`src/rtl/mem_store_unit.sv`:
```
// mem_store_unit: MEM-stage store path. Narrows a register value to a byte,
// halfword or word and replicates it across the byte lanes with matching
// strobes. Issues one write on an SRAM-like req/addr_ok/data_ok bus, and
// reports misaligned stores as an address error without touching the bus.
module mem_store_unit #(
    parameter int ADDR_BITS      = 32,
    parameter int TIMEOUT_CYCLES = 255
) (
    input  logic                 clk,
    input  logic                 rst,
    input  logic                 st_valid,
    output logic                 st_ready,
    input  logic [1:0]           st_size,
    input  logic [ADDR_BITS-1:0] st_addr,
    input  logic [31:0]          st_data,
    input  logic                 flush,
    output logic                 st_done,
    output logic                 ades,
    output logic [ADDR_BITS-1:0] badvaddr,
    output logic                 bus_err,
    output logic                 busy,
    output logic                 data_req,
    output logic                 data_wr,
    output logic [1:0]           data_size,
    output logic [ADDR_BITS-1:0] data_addr,
    output logic [31:0]          data_wdata,
    output logic [3:0]           data_wstrb,
    input  logic                 data_addr_ok,
    input  logic                 data_data_ok
);

    typedef enum logic [1:0] {
        IDLE = 2'd0,
        REQ  = 2'd1,
        RESP = 2'd2
    } state_t;

    // Zero disables the timeout entirely.
    localparam logic [31:0] TIMEOUT_LIM = 32'(TIMEOUT_CYCLES);

    state_t                 state_q, state_d;
    logic [31:0]            cnt_q, cnt_d;
    logic                   data_req_q, data_req_d;
    logic [1:0]             data_size_q, data_size_d;
    logic [ADDR_BITS-1:0]   data_addr_q, data_addr_d;
    logic [31:0]            data_wdata_q, data_wdata_d;
    logic [3:0]             data_wstrb_q, data_wstrb_d;
    logic [ADDR_BITS-1:0]   badvaddr_q, badvaddr_d;
    logic                   st_done_q, st_done_d;
    logic                   ades_q, ades_d;
    logic                   bus_err_q, bus_err_d;

    logic                   accept;
    logic                   misaligned;
    logic [31:0]            lane_wdata;
    logic [3:0]             lane_wstrb;
    logic [31:0]            cnt_inc;
    logic                   timeout_hit;

    assign accept      = st_valid && (state_q == IDLE) && !flush;
    assign cnt_inc     = cnt_q + 32'd1;
    assign timeout_hit = (TIMEOUT_LIM != '0) && (cnt_inc == TIMEOUT_LIM);

    // Lane replication, byte strobes and alignment check for the incoming store
    always_comb begin
        lane_wdata = st_data;
        lane_wstrb = 4'b1111;
        misaligned = 1'b0;
        case (st_size)
            2'b00: begin
                lane_wdata = {4{st_data[7:0]}};
                lane_wstrb = 4'b0001 << st_addr[1:0];
            end
            2'b01: begin
                lane_wdata = {2{st_data[15:0]}};
                lane_wstrb = 4'b0011 << st_addr[1:0];
                misaligned = st_addr[0];
            end
            2'b10: begin
                lane_wdata = st_data;
                lane_wstrb = 4'b1111;
                misaligned = (st_addr[1:0] != 2'b00);
            end
            default: begin
                misaligned = 1'b1;
            end
        endcase
    end

    // Next-state logic: transaction sequencing, flush handling and timeout
    always_comb begin
        state_d      = state_q;
        cnt_d        = cnt_q;
        data_req_d   = data_req_q;
        data_size_d  = data_size_q;
        data_addr_d  = data_addr_q;
        data_wdata_d = data_wdata_q;
        data_wstrb_d = data_wstrb_q;
        badvaddr_d   = badvaddr_q;
        st_done_d    = 1'b0;
        ades_d       = 1'b0;
        bus_err_d    = 1'b0;

        case (state_q)
            IDLE: begin
                if (accept) begin
                    if (misaligned) begin
                        ades_d     = 1'b1;
                        badvaddr_d = st_addr;
                    end else begin
                        state_d      = REQ;
                        data_req_d   = 1'b1;
                        cnt_d        = '0;
                        data_size_d  = st_size;
                        data_addr_d  = st_addr;
                        data_wdata_d = lane_wdata;
                        data_wstrb_d = lane_wstrb;
                    end
                end
            end
            REQ: begin
                // Address acceptance beats flush: once taken the write must finish.
                if (data_addr_ok) begin
                    state_d    = RESP;
                    data_req_d = 1'b0;
                    cnt_d      = '0;
                end else if (flush) begin
                    state_d    = IDLE;
                    data_req_d = 1'b0;
                    cnt_d      = '0;
                end else if (timeout_hit) begin
                    state_d    = IDLE;
                    data_req_d = 1'b0;
                    bus_err_d  = 1'b1;
                    cnt_d      = '0;
                end else begin
                    cnt_d = cnt_inc;
                end
            end
            RESP: begin
                if (data_data_ok) begin
                    state_d   = IDLE;
                    st_done_d = 1'b1;
                    cnt_d     = '0;
                end else if (timeout_hit) begin
                    state_d   = IDLE;
                    bus_err_d = 1'b1;
                    cnt_d     = '0;
                end else begin
                    cnt_d = cnt_inc;
                end
            end
            default: begin
                state_d    = IDLE;
                data_req_d = 1'b0;
                cnt_d      = '0;
            end
        endcase
    end

    // State and registered outputs; reset clears everything asynchronously
    always_ff @(posedge clk or posedge rst) begin
        if (rst) begin
            state_q      <= IDLE;
            cnt_q        <= '0;
            data_req_q   <= 1'b0;
            data_size_q  <= '0;
            data_addr_q  <= '0;
            data_wdata_q <= '0;
            data_wstrb_q <= '0;
            badvaddr_q   <= '0;
            st_done_q    <= 1'b0;
            ades_q       <= 1'b0;
            bus_err_q    <= 1'b0;
        end else begin
            state_q      <= state_d;
            cnt_q        <= cnt_d;
            data_req_q   <= data_req_d;
            data_size_q  <= data_size_d;
            data_addr_q  <= data_addr_d;
            data_wdata_q <= data_wdata_d;
            data_wstrb_q <= data_wstrb_d;
            badvaddr_q   <= badvaddr_d;
            st_done_q    <= st_done_d;
            ades_q       <= ades_d;
            bus_err_q    <= bus_err_d;
        end
    end

    assign st_ready   = (state_q == IDLE);
    assign busy       = (state_q != IDLE);
    assign data_req   = data_req_q;
    assign data_wr    = data_req_q;
    assign data_size  = data_size_q;
    assign data_addr  = data_addr_q;
    assign data_wdata = data_wdata_q;
    assign data_wstrb = data_wstrb_q;
    assign badvaddr   = badvaddr_q;
    assign st_done    = st_done_q;
    assign ades       = ades_q;
    assign bus_err    = bus_err_q;

endmodule
```
`config.mk`:
```
export PLATFORM = sky130hd
export DESIGN_NAME = mem_store_unit
export DESIGN_NICKNAME = d
export VERILOG_FILES = /design/src/rtl/mem_store_unit.sv
export SDC_FILE = /design/constraint.sdc
export NUM_CORES = 1
export LEC_CHECK = 0
export ABC_AREA = 1
export ABC_CLOCK_PERIOD_IN_PS = 6800
export BUFFER_PORTS_ARGS = -buffer_cell sky130_fd_sc_hd__buf_2
export CORE_MARGIN = 1
export CORE_UTILIZATION = 50
export DETAILED_ROUTE_END_ITERATION = 10
export PLACE_DENSITY = 0.73
export SLEW_MARGIN = 20
export SYNTH_ARGS = -nofsm -noshare
export SYNTH_HDL_FRONTEND = slang
export SYNTH_SLANG_ARGS = --single-unit
```
`constraint.sdc`:
```
create_clock -name clk -period 6.8 [get_ports clk]
set_input_delay 0.68 -clock clk [delete_from_list [all_inputs] [get_ports clk]]
set_output_delay 0.68 -clock clk [all_outputs]
set_load 0.005 [all_outputs]
```
After elaboration in Yosys (flattened, before gate mapping)
Index checks and enable logic that the tools add are counted.

word-level totals
  flip-flop bits (word level) = 140
  word-level logic and storage cells = 68

operators by class
  add/subtract/negate cells = 1
  equal/unequal tests = 8
  shift-type cells = 2
  muxes and demuxes = 33
  bitwise gates (word level) = 2
  reductions and logical operators = 11

operators with widths
  operator                 count
  $mux W32                 6
  $pmux W32 S3             1
  $pmux W32 S2             1
  $add A32 B1 Y32 const B  1
  $eq A32 B8 Y1 const B    1
  $mux W1                  14
  $mux W2                  6
  $pmux W4 S2              1
  $pmux W1 S3              2
  $pmux W2 S3              1
  $reduce_and A3 Y1        2
  $eq A2 B1 Y1 const B     2
  $eq A2 B2 Y1 const B     2
  $logic_not A2 Y1         2
  $ne A4 B4 Y1 const B     1
  $reduce_and A4 Y1        1
  $reduce_bool A2 Y1       2
  $shl A1 B2 Y4 const A    1
  $shl A2 B2 Y4 const A    1
  $logic_and A1 B1 Y1      2
  $ne A2 B1 Y1 const B     1
  $ne A2 B2 Y1 const B     1
  $not A1 Y1               2
  $pmux W1 S2              1
  2 further kinds          2

Logic depth before layout (Yosys ltp)
  word-level depth = 6
  mapped depth = 18
  depth with buffers taken out = 17

Least setup slack after synthesis
Ideal clock, no wire load.

  path type = flip-flop to flip-flop
  start point = reg cnt_q[1]
  end point = reg cnt_q[19]
  library setup time = 0.116 ns
  arrival = 1.955 ns
  required time = 6.684 ns
  setup slack = 4.728 ns
  stages on the path, launching flop included = 18
  path buffers = 1
  clock period less this slack = 2.072 ns
  cells stage by stage = dfrtp_1 -> ha_1 -> nand2_1 -> nor2_2 -> nand2_1 -> nor2_4 -> nand2_1 -> nand2_1 -> nand2_1 -> nor2_1 -> nand2_1 -> nor2_1 -> nand3_2 -> nand3_2 -> inv_2 -> buf_6 -> nand2_1 -> nand2_1

on the way
  word-level cells in the longest chain between the ends = 6
  elaborated cells on any way between the ends = 7

ends and longest elaborated chain
  item                    RTL line  text
  start, declared         42        logic [31:0] cnt_q, cnt_d;
  start signal, assigned  177       cnt_q <= cnt_d;
  $add A32 B1 Y32 *       61        assign cnt_inc = cnt_q + 32'd1;
  $eq A32 B8 Y1           62        assign timeout_hit = (TIMEOUT_LIM != '0) && (cnt_inc == TIMEOUT_LIM);
  $mux W32 *              131, 145
  $mux W32                127       end else if (flush) begin
  $mux W32                123       if (data_addr_ok) begin
  $pmux W32 S3 *          104       case (state_q)

Every way passes the cells marked *; elsewhere a longest branch is shown, timed or not.
A chain may end at the register's enable or synchronous reset.

Final worst setup path
  start point = reg cnt_q[1]
  end point = reg cnt_q[24]

Same word-level chain as after synthesis.

==> results summary <==
The run finished with clean final reports. The area of placed instances is 0.007651 mm2. The count of flip-flops with a built-in enable after synthesis came out at 0. The max-slew violation count is 0. The number of antenna repair diodes came out at 0. The distinct cell type count of the synthesized netlist came out at 30. Cells fill 64.32% of the core in the end.

Summed over all layers, the global routing overflow is 0. The most repeated library cell on the critical path is sky130_fd_sc_hd__nand2_1. The tool flagged a number of max-cap violations equal to 0. The number of top-level pins came out at 181. The die area came out at 0.01372 mm2.

The sum of internal, switching and leakage power came out at 3.081 mW. In this run the static leakage power is 4.325 nW. The largest total area in the synthesized netlist belongs to sky130_fd_sc_hd__dfrtp_1. The share of flip-flops with an asynchronous set or reset after synthesis is 100.0%. The congestion estimate from routability-driven global placement came to 0.8771.

In this run the clock root is driven by a sky130_fd_sc_hd__clkbuf_16. The share of the synthesized area in the top cell type came out at 52.86%. After floorplanning, the core was divided into 41 placement rows. After synthesis, the largest family of logic cells by area is simple AND/OR/NAND/NOR gates. Entering global routing, the biggest net connects 112 pins. The largest driver fanout on the critical path is 14. Yosys attributes the largest share of cell area to sky130_fd_sc_hd__dfrtp_1 (53%), sky130_fd_sc_hd__nand2_1 (17%), sky130_fd_sc_hd__o21ai_0 (7.9%), sky130_fd_sc_hd__inv_1 (4.4%), sky130_fd_sc_hd__nor2_1 (3.7%).

Across the routed clock network, the largest skew measured is 0.008760 ns. The final non-filler cell total came out at 1189. The synthesized net count came out at 909.

The share of the synthesized area in compound gates (AO/OA/AOI/OAI) is 13.18%. The final layout contains 1082 nets. The worst slew margin relative to its limit is 38.20%. Clock-pin slew was measured on the worst setup and hold paths at 0.06 ns. Setup repair after global routing left no endpoint under its margin. The reg-to-reg critical path startpoint is cnt_q[1]. In this run, post-CTS hold repair placed 0 buffers.

In the synthesized netlist, the number of instances is 831. The chip height is 117.1 um. The count of final setup violators came out at 0.

After Yosys synthesis, XOR and XNOR cells account for 0.5286% of the synthesized area. The total of fill cells in the finished design is 1119. The post-route netlist has 23.01% of its cells at a drive strength greater than 1. The synthesized netlist devotes 1.133% of its cell area to adder and majority cells.

The mapped netlist covers 0.006628 mm2. The sequential area share after synthesis is 52.86%. The most used flip-flop cell after synthesis is sky130_fd_sc_hd__dfrtp_1. The slowest stage of the critical path belongs to the cell sky130_fd_sc_hd__dfrtp_1. The required arrival time at the worst endpoint is 7.11 ns. The worst hold margin came out at 0.3063 ns. The signal on the critical path passes through ha_1, nand2_1, nor2_2, nand2_2, nor2_1, nand2_1, nand2_1, nand2_1, nor2_1, nand2_1, nor2_1, nand3_2, nand3_2, inv_2, nand2_1, nand2_1. The largest vdd supply drop came out at 0.0002049 V.

The critical path starts at cnt_q[1]. The via count of the first global-routing pass was 5719. The power density relative to cell area came out at 375.0 mW/mm2. The CTS tree is done. The finished layout cell area is 0.008215 mm2. Once detail routing completed, the nets flagged for antenna violations numbered 0. The final routed wirelength across all metal layers came out at 16.87 mm. The peak clock frequency supported by timing came out at 0.3692 GHz. The horizontal extent of the die is 117.1 um. The worst setup path is of the reg -> reg kind. The worst slack at placement is 3.900 ns.

The DRC violation total after the first TritonRoute iteration is 368. The total number of H-tree levels is 4. Data on the critical path arrives at its endpoint at 3.01 ns. The maximum single-stage delay on the critical path is 0.42 ns.

The number of gates resized after cts came out at 0. The area growth from synthesis to layout is 23.96%. The kind of path behind the tightest hold check is in -> async. For the finished layout, the period the worst path requires is 2.708 ns. STA classifies the critical path startpoint as a flop. The overall routing resource usage came out at 26.27%. Across all layers, the routed design uses 6005 vias. After floorplanning, the core was sized to cover 0.01277 mm2.

The count of buffers added on input and output ports is 180. The average wire per cell in the routed design came out at 14.19 um. STA classifies the critical path endpoint as a flop. The count of state elements after synthesis is 140. The wire length of the first global-routing pass came out at 27.26 mm. After Yosys synthesis, and, or, nand and nor cells account for 25.73% of the synthesized area. The final-layout setup total negative slack is 0 ns.

The slack of the critical path came out at 4.092 ns. The average via count per standard cell came out at 5.050. The number of cells in the design after placement came out at 1157.

For this run, the number of Yosys warnings is 0. For the worst-skew pair, the clock arrives at the later sink with an insertion delay of 0.42 ns. The starting utilization of the core area came out at 51.89%.

The area of the multi-input gates is 0.002689 mm2. Counting along the longest clock path gives a buffer depth of 2. After synthesis, the share of cell area in mux cells is 0%. The pin slew with the least headroom to its limit came out at 0.9269 ns. The mean cell area of the mapped netlist is 7.975 um2. The number of setup buffers added after CTS is 0. The initial antenna violation count was 0.

The hold violation count in the final report came out at 0. The detailed-routing iteration count for the pre-antenna-repair pass is 5. The final cycle utilization of the critical path came out at 39.83%.

The CTS sink count came out at 140. The sequential cell area is 0.003503 mm2. The total half-perimeter wirelength after legalization and detailed placement came out at 12.03 mm. The remaining routing DRC violations is 0.

The number of buffers created by CTS is 17.
## area by class of cell
cell class                      count  share of cell area, %
Sequential cell                   140                  42.64
Multi-Input combinational cell    579                  32.73
Timing Repair Buffer              184                  11.38
Clock buffer                       21                  5.483
Inverter                           82                  3.807
Tap cell                          172                  2.620
Clock inverter                     11                  1.340
## critical path, delay by kind of cell (launching register included)
| family | cells | cell delay, ns |
|---|---|---|
| adder cells (fa/ha/maj) | 1 | 0.22 |
| buffers and inverters | 1 | 0.21 |
| flip-flops | 1 | 0.42 |
| AND/OR/NAND/NOR | 14 | 1.73 |
## cell usage in the layout, fill, tap and decap left out, types with 5 or more instances in the layout
| cell | synthesis | routed |
|---|---|---|
| sky130_fd_sc_hd__inv_2 | 4 | 5 |
| sky130_fd_sc_hd__inv_1 | 78 | 76 |
| sky130_fd_sc_hd__dfrtp_1 | 140 | 140 |
| sky130_fd_sc_hd__a22o_1 | 6 | 6 |
| sky130_fd_sc_hd__o22ai_1 | 15 | 15 |
| sky130_fd_sc_hd__ha_1 | 6 | 6 |
| sky130_fd_sc_hd__inv_6 | 0 | 5 |
| sky130_fd_sc_hd__nand3b_1 | 12 | 12 |
| sky130_fd_sc_hd__clkbuf_16 | 0 | 17 |
| sky130_fd_sc_hd__nand2_1 | 299 | 299 |
| sky130_fd_sc_hd__a2bb2oi_1 | 8 | 8 |
| sky130_fd_sc_hd__buf_2 | 0 | 180 |
| sky130_fd_sc_hd__nor2_1 | 65 | 65 |
| sky130_fd_sc_hd__nand3_1 | 15 | 15 |
| sky130_fd_sc_hd__o21ai_0 | 104 | 104 |
| sky130_fd_sc_hd__a21oi_1 | 14 | 14 |
## Yosys cell counts (all sizes together) (2+ instances only)
cell and instances:
nand2 303, dfrtp 140, o21ai 108, inv 82, nor2 73, clkbuf 27, nand3 18, o22ai 15
a21oi 14, nand3b 12, a2bb2oi 8, a22o 6, ha 6, o21a 4, buf 3, nand4 3
xor2 3, nor3 2
## metal layers
metal	wire, um	vias to the layer above	share of wire [%]	global-route usage (%)
met5	0	-	0	0
li1	-	3003	-	-
met1	7207	2803	43	32.57
met2	8314	176	49	43.55
met3	1072	23	6.4	8.239
met4	280	0	1.7	9.198
## state kept, by name (all words and copies together) (netlist names)
register    count
bus_err         1
state_q         2
data_addr      32
badvaddr       32
ades            1
data_size       2
data_req        1
cnt_q          32
data_wdata     32
data_wstrb      4
st_done         1
## worst paths after layout
path / end / slack [ns] / depth (start not counted)
hold / removal: badvaddr[21] / 0.31 / 2
hold reg to reg: badvaddr[7] / 0.48 / 2
setup / recovery: cnt_q[24] / 4.09 / 16
setup reg to reg: cnt_q[24] / 4.09 / 16
max in group asynchronous: data_wdata[12] / 5.40 / 3
min in group clk: badvaddr[7] / 0.48 / 2
## power breakdown
part | internal, mW | switching, mW
Sequential | 1.14 | 0.178
Combinational | 0.391 | 0.491
Clock | 0.518 | 0.366
Total | 2.04 | 1.04
## cells by family after synthesis
family,Yosys count
fa+ha+maj,6
simple gates,412
buf+inv,112
xor+xnor,4
flops,140
compound gates,157
Power figures use the tool's default switching activity.
